## src/rtl/ysyx_23060025_rd_arbiter.sv

```systemverilog
// Round-robin read arbiter sharing one AXI4 AR/R channel between the icache (m0) and LSU (m1).
// state   | meaning
// IDLE    | arbitrate between pending psel requests
// ADDR    | axi_arvalid held from latched burst registers
// DATA    | axi_rready high, beats routed to granted master
// RELEASE | one dead cycle, psel ignored
module ysyx_23060025_rd_arbiter #(
    parameter int ADDR_WIDTH = 32,
    parameter int DATA_WIDTH = 32
) (
    input  logic                  clock,
    input  logic                  reset,
    input  logic [ADDR_WIDTH-1:0] m0_paddr,
    input  logic                  m0_psel,
    input  logic [7:0]            m0_arlen,
    input  logic [2:0]            m0_arsize,
    output logic                  m0_rvalid,
    output logic                  m0_rlast,
    output logic [DATA_WIDTH-1:0] m0_rdata,
    output logic [1:0]            m0_rresp,
    input  logic [ADDR_WIDTH-1:0] m1_paddr,
    input  logic                  m1_psel,
    input  logic [7:0]            m1_arlen,
    input  logic [2:0]            m1_arsize,
    output logic                  m1_rvalid,
    output logic                  m1_rlast,
    output logic [DATA_WIDTH-1:0] m1_rdata,
    output logic [1:0]            m1_rresp,
    output logic [ADDR_WIDTH-1:0] axi_araddr,
    output logic                  axi_arvalid,
    input  logic                  axi_arready,
    output logic [7:0]            axi_arlen,
    output logic [2:0]            axi_arsize,
    output logic [1:0]            axi_arburst,
    output logic [3:0]            axi_arid,
    input  logic                  axi_rvalid,
    output logic                  axi_rready,
    input  logic [DATA_WIDTH-1:0] axi_rdata,
    input  logic [1:0]            axi_rresp,
    input  logic                  axi_rlast,
    input  logic [3:0]            axi_rid,
    output logic                  arb_err
);

    typedef enum logic [1:0] {
        S_IDLE    = 2'd0,
        S_ADDR    = 2'd1,
        S_DATA    = 2'd2,
        S_RELEASE = 2'd3
    } state_t;

    state_t                state_q, state_d;
    logic                  grant_q, grant_d;
    logic                  last_grant_q, last_grant_d;
    logic [ADDR_WIDTH-1:0] addr_q, addr_d;
    logic [7:0]            len_q, len_d;
    logic [2:0]            size_q, size_d;
    logic [7:0]            beat_cnt_q, beat_cnt_d;
    logic                  pick;
    logic                  beat;

    always_ff @(posedge clock) begin
        if (reset) begin
            state_q      <= S_IDLE;
            grant_q      <= 1'b0;
            last_grant_q <= 1'b1;
            addr_q       <= '0;
            len_q        <= '0;
            size_q       <= '0;
            beat_cnt_q   <= '0;
        end else begin
            state_q      <= state_d;
            grant_q      <= grant_d;
            last_grant_q <= last_grant_d;
            addr_q       <= addr_d;
            len_q        <= len_d;
            size_q       <= size_d;
            beat_cnt_q   <= beat_cnt_d;
        end
    end

    assign beat = (state_q == S_DATA) && axi_rvalid;

    always_comb begin
        state_d      = state_q;
        grant_d      = grant_q;
        last_grant_d = last_grant_q;
        addr_d       = addr_q;
        len_d        = len_q;
        size_d       = size_q;
        beat_cnt_d   = beat_cnt_q;
        // On a tie the master that did not win last time goes first.
        pick         = (m0_psel && m1_psel) ? ~last_grant_q : m1_psel;
        case (state_q)
            S_IDLE: begin
                if (m0_psel || m1_psel) begin
                    grant_d      = pick;
                    last_grant_d = pick;
                    addr_d       = pick ? m1_paddr  : m0_paddr;
                    len_d        = pick ? m1_arlen  : m0_arlen;
                    size_d       = pick ? m1_arsize : m0_arsize;
                    beat_cnt_d   = '0;
                    state_d      = S_ADDR;
                end
            end
            S_ADDR: begin
                if (axi_arready) state_d = S_DATA;
            end
            S_DATA: begin
                if (beat) begin
                    beat_cnt_d = beat_cnt_q + 8'd1;
                    if (axi_rlast) state_d = S_RELEASE;
                end
            end
            default: state_d = S_IDLE;
        endcase
    end

    assign axi_araddr  = addr_q;
    assign axi_arvalid = (state_q == S_ADDR);
    assign axi_arlen   = len_q;
    assign axi_arsize  = size_q;
    assign axi_arburst = 2'b01;
    assign axi_arid    = {3'b000, grant_q};
    assign axi_rready  = (state_q == S_DATA);

    assign m0_rvalid = beat && !grant_q;
    assign m1_rvalid = beat &&  grant_q;
    assign m0_rlast  = m0_rvalid && axi_rlast;
    assign m1_rlast  = m1_rvalid && axi_rlast;
    assign m0_rdata  = axi_rdata;
    assign m1_rdata  = axi_rdata;
    assign m0_rresp  = axi_rresp;
    assign m1_rresp  = axi_rresp;

    // Errors are flagged but the beat is still forwarded and rlast still ends the burst.
    assign arb_err = beat && ((axi_rid != {3'b000, grant_q}) ||
                              (axi_rlast != (beat_cnt_q == len_q)));

endmodule

```

## config.mk

```make
export PLATFORM = sky130hd
export DESIGN_NAME = ysyx_23060025_rd_arbiter
export DESIGN_NICKNAME = d
export VERILOG_FILES = /design/src/rtl/ysyx_23060025_rd_arbiter.sv
export SDC_FILE = /design/constraint.sdc
export NUM_CORES = 1
export LEC_CHECK = 0
export CORE_MARGIN = 2
export CORE_UTILIZATION = 31
export DETAILED_ROUTE_END_ITERATION = 10
export PLACE_DENSITY = 0.78
export SYNTH_ARGS = -nofsm -noshare
export SYNTH_HDL_FRONTEND = slang
export SYNTH_SLANG_ARGS = --single-unit
```

## constraint.sdc

```tcl
create_clock -name clock -period 1.8 [get_ports clock]
set_clock_uncertainty 0.15 [all_clocks]
set_input_delay 0.27 -clock clock [delete_from_list [all_inputs] [get_ports clock]]
set_output_delay 0.27 -clock clock [all_outputs]
set_load 0.02 [all_outputs]
```

## After elaboration in Yosys (flattened, before gate mapping)

Index checks and enable logic that the tools add are counted.

| storage, ports and cells | value |
|---|---|
| register bits | 55 |
| bits in latches | 0 |
| bits in writable memories | 0 |
| ROM bits | 0 |
| output and inout port bits | 124 |
| logic and storage cells | 45 |
| memories kept | 0 |

| cells by class | value |
|---|---|
| add/sub/neg operators | 1 |
| $mul | 0 |
| divide/modulo/power cells | 0 |
| $lt $le $gt $ge | 0 |
| eq/ne operators | 9 |
| shift operators | 0 |
| mux-type cells | 12 |
| bitwise logic cells | 1 |
| reduce and logical (&&, ||, !) cells | 15 |

Operator list:

| operator | count |
|---|---|
| $mux 32 | 1 |
| $mux 8 | 3 |
| $pmux 8 s2 | 1 |
| $add 8x1->8 const B | 1 |
| $eq 8x8->1 | 1 |
| $mux 2 | 4 |
| $logic_and 1x1->1 | 7 |
| $ne 2x1->1 const B | 3 |
| $pmux 2 s3 | 1 |
| $ne 4x1->1 | 1 |
| $reduce_and 4->1 | 1 |
| $mux 3 | 1 |
| $reduce_and 3->1 | 1 |
| $eq 2x1->1 const B | 1 |
| $eq 2x2->1 const B | 1 |
| $logic_not 2->1 | 1 |
| $logic_or 1x1->1 | 2 |
| $ne 2x2->1 const B | 1 |
| $reduce_and 2->1 | 1 |
| $reduce_bool 2->1 | 1 |
| $logic_not 1->1 | 1 |
| $mux 1 | 1 |
| $ne 1x1->1 | 1 |
| $not 1->1 | 1 |

## Longest topological paths before layout

| depth | value |
|---|---|
| word-level depth | 4 |
| depth in mapped cells | 8 |
| gate-level depth less buffers | 6 |

## Least setup slack after synthesis

No wires, ideal clock.

| timing path | value |
|---|---|
| path type | reg-to-output |
| start point | reg state_q[0] |
| end point | out m0_rlast |
| arrival | 1.503 ns |
| data required time | 1.380 ns |
| path slack | -0.123 ns |
| cell stages (with the launch flop) | 6 |
| path buffers | 0 |
| cell sequence | dfxtp_1 -> inv_1 -> ha_1 -> nand2_1 -> nor2_1 -> and2_1 |

| on the way | value |
|---|---|
| word-level cells in the longest chain between the ends | 4 |

RTL lines:

| item | RTL line | RTL |
|---|---|---|
| from (decl) | 52 | `state_t state_q, state_d;` |
| from (signal assigned) | 72 | `state_q <= state_d;` |
| $eq 2x2->1 | - |  |
| net axi_rready | 37 | `output logic axi_rready,` |
| $logic_and 1x1->1 | 82 | `assign beat = (state_q == S_DATA) && axi_rvalid;` |
| $logic_and 1x1->1 | 127 | `assign m0_rvalid = beat && !grant_q;` |
| net m0_rvalid | 17 | `output logic m0_rvalid,` |
| $logic_and 1x1->1 | 129 | `assign m0_rlast = m0_rvalid && axi_rlast;` |
| to (decl) | 18 | `output logic m0_rlast,` |

The timed path passes the listed nets, and every way through them passes these cells.

## Worst setup path after layout

| timing path | value |
|---|---|
| start point | reg beat_cnt_q[6] |
| end point | out arb_err |

| on the way | value |
|---|---|
| word-level cells in the longest chain between the ends | 4 |

RTL lines:

| item | RTL line | RTL |
|---|---|---|
| from (decl) | 58 | `logic [7:0] beat_cnt_q, beat_cnt_d;` |
| from (signal assigned) | 78 | `beat_cnt_q <= beat_cnt_d;` |
| $eq 8x8->1 | 138 | `(axi_rlast != (beat_cnt_q == len_q)));` |
| $ne 1x1->1 | 138 |  |
| $logic_or 1x1->1 | 137 | `assign arb_err = beat && ((axi_rid != {3'b000, grant_q}) \|\|` |
| $logic_and 1x1->1 | 137 |  |
| to (decl) | 42 | `output logic arb_err` |

No other way between the ends.

==> impl_results.html <==
<table>
<tr><th>Metric</th><th>Value</th></tr>
<tr><th colspan="2">Run status</th></tr>
<tr><td>Violated checks</td><td>setup timing</td></tr>
<tr><td>Outcome</td><td>finished with violations</td></tr>
<tr><th colspan="2">CTS</th></tr>
<tr><td>Number of buffers created by CTS</td><td>5</td></tr>
<tr><td>Sink Count</td><td>55</td></tr>
<tr><td>Buffer cell driving the clock tree root</td><td>clkbuf_8</td></tr>
<tr><td>Later-pin clock latency in the skew report</td><td>300 ps</td></tr>
<tr><td>CTS tree</td><td>built</td></tr>
<tr><td>Clk buf depth</td><td>2</td></tr>
<tr><td>H-tree level count</td><td>2</td></tr>
<tr><td>Clock-pin slew on the worst setup and hold paths</td><td>110 ps</td></tr>
<tr><th colspan="2">Yosys</th></tr>
<tr><td>Post-synthesis sequential area ratio</td><td>0.333</td></tr>
<tr><td>Synth cell types</td><td>39</td></tr>
<tr><td>Warnings, synthesis</td><td>0</td></tr>
<tr><td>Synth Register Bits</td><td>55</td></tr>
<tr><td>Area of the mapped netlist</td><td>3310 µm²</td></tr>
<tr><td>Syn_area_per_cell</td><td>8.99 µm²</td></tr>
<tr><td>Synthesized instance count</td><td>368</td></tr>
<tr><th colspan="2">STA</th></tr>
<tr><td>Final period util</td><td>1.15</td></tr>
<tr><td>Minimum clock period after layout</td><td>2070 ps</td></tr>
<tr><td>Worst setup margin</td><td>-274 ps</td></tr>
<tr><td>Setup repair after global routing missed its margin</td><td>true</td></tr>
<tr><td>Number of endpoints with negative hold slack in the final report</td><td>0</td></tr>
<tr><td>Final worst hold slack</td><td>215 ps</td></tr>
<tr><td>Setup violators final</td><td>1</td></tr>
<tr><td>Post-Route Setup TNS</td><td>-274 ps</td></tr>
<tr><td>Final Max Slew Viols</td><td>0</td></tr>
<tr><td>FMAX</td><td>482 MHz</td></tr>
<tr><th colspan="2">Power and ir drop</th></tr>
<tr><td>Peak ir drop on the vdd network</td><td>0.000612 V</td></tr>
<tr><td>Sw frac</td><td>0.393</td></tr>
<tr><td>Final Power</td><td>around 6.4 mW</td></tr>
<tr><td>Share of total power in combinational logic</td><td>0.575</td></tr>
<tr><td>Clock group share of total power</td><td>0.132</td></tr>
<tr><td>P_sw</td><td>2.53 mW</td></tr>
<tr><td>Ratio of total power to cell area</td><td>roughly 1300 nW/µm²</td></tr>
<tr><td>Internal power</td><td>3.92 mW</td></tr>
<tr><td>Static leakage power</td><td>1.92 nW</td></tr>
<tr><td>Seq pwr share</td><td>0.293</td></tr>
<tr><th colspan="2">Worst setup path</th></tr>
<tr><td>Class of the most critical setup path</td><td>reg -&gt; out</td></tr>
<tr><td>Element type at the critical path start</td><td>flop</td></tr>
<tr><td>Type of destination of the critical path</td><td>primary output</td></tr>
<tr><td>Data required time of the critical path</td><td>around 1400 ps</td></tr>
<tr><td>Slowest cell on the critical path</td><td>or3_4</td></tr>
<tr><td>Chain of cells forming the critical path</td><td>xnor2_2 -&gt; nand4_1 -&gt; or3_4 -&gt; a31oi_4 -&gt; buf_6</td></tr>
<tr><td>Largest driver fanout on the critical path</td><td>2</td></tr>
<tr><td>Maximum cell stage delay along the critical path</td><td>400 ps</td></tr>
<tr><td>Worst EP arrival</td><td>1650 ps</td></tr>
<tr><th colspan="2">Global route</th></tr>
<tr><td>Remaining Overflow, GRT</td><td>0</td></tr>
<tr><td>Maximum number of pins on one net before global-route repair</td><td>44</td></tr>
<tr><td>Number of global-route vias before repair</td><td>2862</td></tr>
<tr><td>Global Route Usage Sum</td><td>0.145</td></tr>
<tr><td>Antenna violations before repair</td><td>0</td></tr>
<tr><td>Global-route wire length before repair</td><td>13.5 mm</td></tr>
<tr><th colspan="2">Cells and area</th></tr>
<tr><td>Nets</td><td>a little over 600</td></tr>
<tr><td>Synthesis-to-finish area growth</td><td>47.7%</td></tr>
<tr><td>Post-route cell area</td><td>4890 µm²</td></tr>
<tr><td>Number of antenna diodes</td><td>0</td></tr>
<tr><td>Post-route insts no fill</td><td>607</td></tr>
<tr><td>Share of cells above drive strength 1</td><td>0.202</td></tr>
<tr><td>Final core utilization</td><td>0.473</td></tr>
<tr><th colspan="2">Drt</th></tr>
<tr><td>Post-DR vias/cell</td><td>4.65</td></tr>
<tr><td>Drt first pass iters</td><td>4</td></tr>
<tr><td>Routed WL</td><td>8.83 mm</td></tr>
<tr><td>Vias after detailed routing</td><td>2822</td></tr>
<tr><td>Average wire per standard cell</td><td>14.5 µm</td></tr>
<tr><td>DRC viols</td><td>0</td></tr>
<tr><td>Post-DRT Antenna Nets</td><td>0</td></tr>
<tr><td>DRC marker count from the first detailed-route iteration</td><td>68</td></tr>
<tr><th colspan="2">Die</th></tr>
<tr><td>I/O pin cnt</td><td>255</td></tr>
<tr><td>Die Span X</td><td>107 µm</td></tr>
<tr><td>Initial Utilization</td><td>0.321</td></tr>
<tr><td>Num rows</td><td>37</td></tr>
<tr><td>Total core area</td><td>between 10000 and 15000 µm²</td></tr>
<tr><td>Overall die area</td><td>11500 µm²</td></tr>
<tr><td>Die outline height</td><td>around 110 µm</td></tr>
<tr><th colspan="2">Place</th></tr>
<tr><td>Number of buffer cells added on primary ports</td><td>147</td></tr>
<tr><td>Worst-case setup slack after placement</td><td>-561 ps</td></tr>
<tr><td>Final HPWL from detailed placement</td><td>6.75 mm</td></tr>
<tr><td>Final Wtd Congestion</td><td>between 0.7 and 0.8</td></tr>
<tr><td>Inst Count DP</td><td>596</td></tr>
<tr><td>Post-DP Area</td><td>around 4600 µm²</td></tr>
<tr><th colspan="2">Min path</th></tr>
<tr><td>Worst min-delay path class</td><td>in -&gt; reg</td></tr>
<tr><th colspan="2">Flow run</th></tr>
<tr><td>Max-cap check violation count</td><td>0</td></tr>
</table>
[what timing repair did]
| action | CTS | global route |
|---|---|---|
| pin swaps | 13 | 6 |
| setup buffers | 0 | 1 |
| endpoints found under the setup margin | 24 | 46 |
| resized for setup | 58 | 18 |
| hold buffers | 0 | 0 |
| endpoints found under the hold margin | 0 | 0 |
| cloned | 0 | 2 |
[final cells by class]
type                            instances  area, µm²
Inverter                                5       18.8
Sequential cell                        55       1120
Tap cell                              136        170
Timing Repair Buffer                  187       1810
Fill cell                             964       5440
Clock inverter                          3       46.3
Multi-Input combinational cell        216       1650
Clock buffer                            5       68.8
[worst max-delay path: cells and delay by family, from the launching register on]
kind | cells | cell delay [ps]
compound gates | 1 | 160
simple gates | 2 | 530
buf+inv | 1 | 140
xor+xnor | 1 | 130
flops | 1 | 390
[metal layers]
| metal | track usage | vias to the layer above | wire length (µm) |
|---|---|---|---|
| li1 | - | 1395 | - |
| met4 | 0.0427 | 0 | 107 |
| met3 | 0.0387 | 18 | 678 |
| met2 | 0.269 | 115 | 4690 |
| met1 | 0.161 | 1294 | 3350 |
| met5 | 0 | - | 0 |
[cells in the mapped netlist]
library cell / count / share of area
a211oi_1: 43 / 0.098
a21boi_1: 1 / 0.0023
a21o_1: 1 / 0.0023
a21oi_1: 8 / 0.012
a2bb2oi_1: 1 / 0.0026
a31oi_1: 2 / 0.0038
and2_1: 3 / 0.0057
and3_1: 2 / 0.0038
and4_1: 1 / 0.0026
buf_2: 5 / 0.0076
buf_4: 75 / 0.17
buf_6: 5 / 0.017
clkbuf_1: 11 / 0.012
conb_1: 2 / 0.0023
dfxtp_1: 55 / 0.33
ha_1: 5 / 0.019
inv_1: 5 / 0.0057
mux2_4: 1 / 0.0045
mux2i_1: 44 / 0.13
nand2_1: 5 / 0.0057
nand2b_1: 1 / 0.0019
nand3_1: 2 / 0.0030
nand4_1: 3 / 0.0057
nand4_4: 2 / 0.013
nor2_1: 50 / 0.057
nor2b_1: 4 / 0.0076
nor4_1: 1 / 0.0019
o2111a_1: 1 / 0.0034
o211ai_1: 1 / 0.0023
o21a_1: 1 / 0.0023
o21ai_0: 5 / 0.0076
o21ai_1: 1 / 0.0015
or2_2: 1 / 0.0019
or2b_1: 2 / 0.0045
or3_1: 4 / 0.0076
or3b_1: 1 / 0.0026
or4_1: 1 / 0.0023
xnor2_1: 8 / 0.021
xor2_1: 4 / 0.011
[power by group through the flow]
stage               clock network [mW]  registers (mW)  logic [mW]
floorplan                            0            2.31        1.72
global placement                     0            1.85        3.42
detailed placement                   0            1.87        3.48
CTS                              0.897            1.87        3.48
global route                     0.944            1.94        4.01
finish                           0.851            1.89        3.71
[cell usage in the layout, fill, tap and decap left out, types with 2 or more instances in the layout]
master / count
clkdlybuf4s50_1: 129
nor2_1: 49
mux2i_1: 44
a211oi_1: 42
dfxtp_1: 40
buf_4: 35
dfxtp_2: 14
dlygate4sd2_1: 9
a21oi_1: 8
xnor2_2: 6
o21ai_0: 5
conb_1: 5
clkbuf_8: 5
xor2_1: 4
nand2_1: 4
nor2b_1: 4
buf_6: 4
and2_1: 3
nand4_1: 3
or3_1: 3
inv_1: 3
ha_1: 3
inv_2: 2
xnor2_1: 2
or3b_4: 2
nand4_4: 2
nand3_1: 2
or2b_1: 2
ha_4: 2
buf_2: 2
clkdlybuf4s15_2: 2
buf_12: 2
[path summary, 6_finish.rpt]
check	start	end	slack [ps]	cells past startpoint
hold reg to reg	axi_araddr[12]$_SDFFE_PP0P_	axi_araddr[12]$_SDFFE_PP0P_	350	2
setup reg to reg	state_q[0]$_SDFFE_PP0P_	beat_cnt_q[3]$_SDFFE_PP0P_	40	8
setup / recovery	beat_cnt_q[6]$_SDFFE_PP0P_	arb_err	-270	5
hold / removal	reset	beat_cnt_q[4]$_SDFFE_PP0P_	220	4
[sequential cells by signal, indices dropped and copies added, names as in the netlist]
name	flops
axi_arsize	3
axi_araddr	32
state_q	2
last_grant_q	1
beat_cnt_q	8
grant_q	1
axi_arlen	8
[cells by family after synthesis]
logic type	share of synthesized area
compound gates	0.138
xor+xnor	0.0318
other cells	0.00227
buf+inv	0.213
simple gates	0.126
fa+ha+maj	0.0189
mux	0.138
flops	0.333
(Power assumes the default switching activity.)
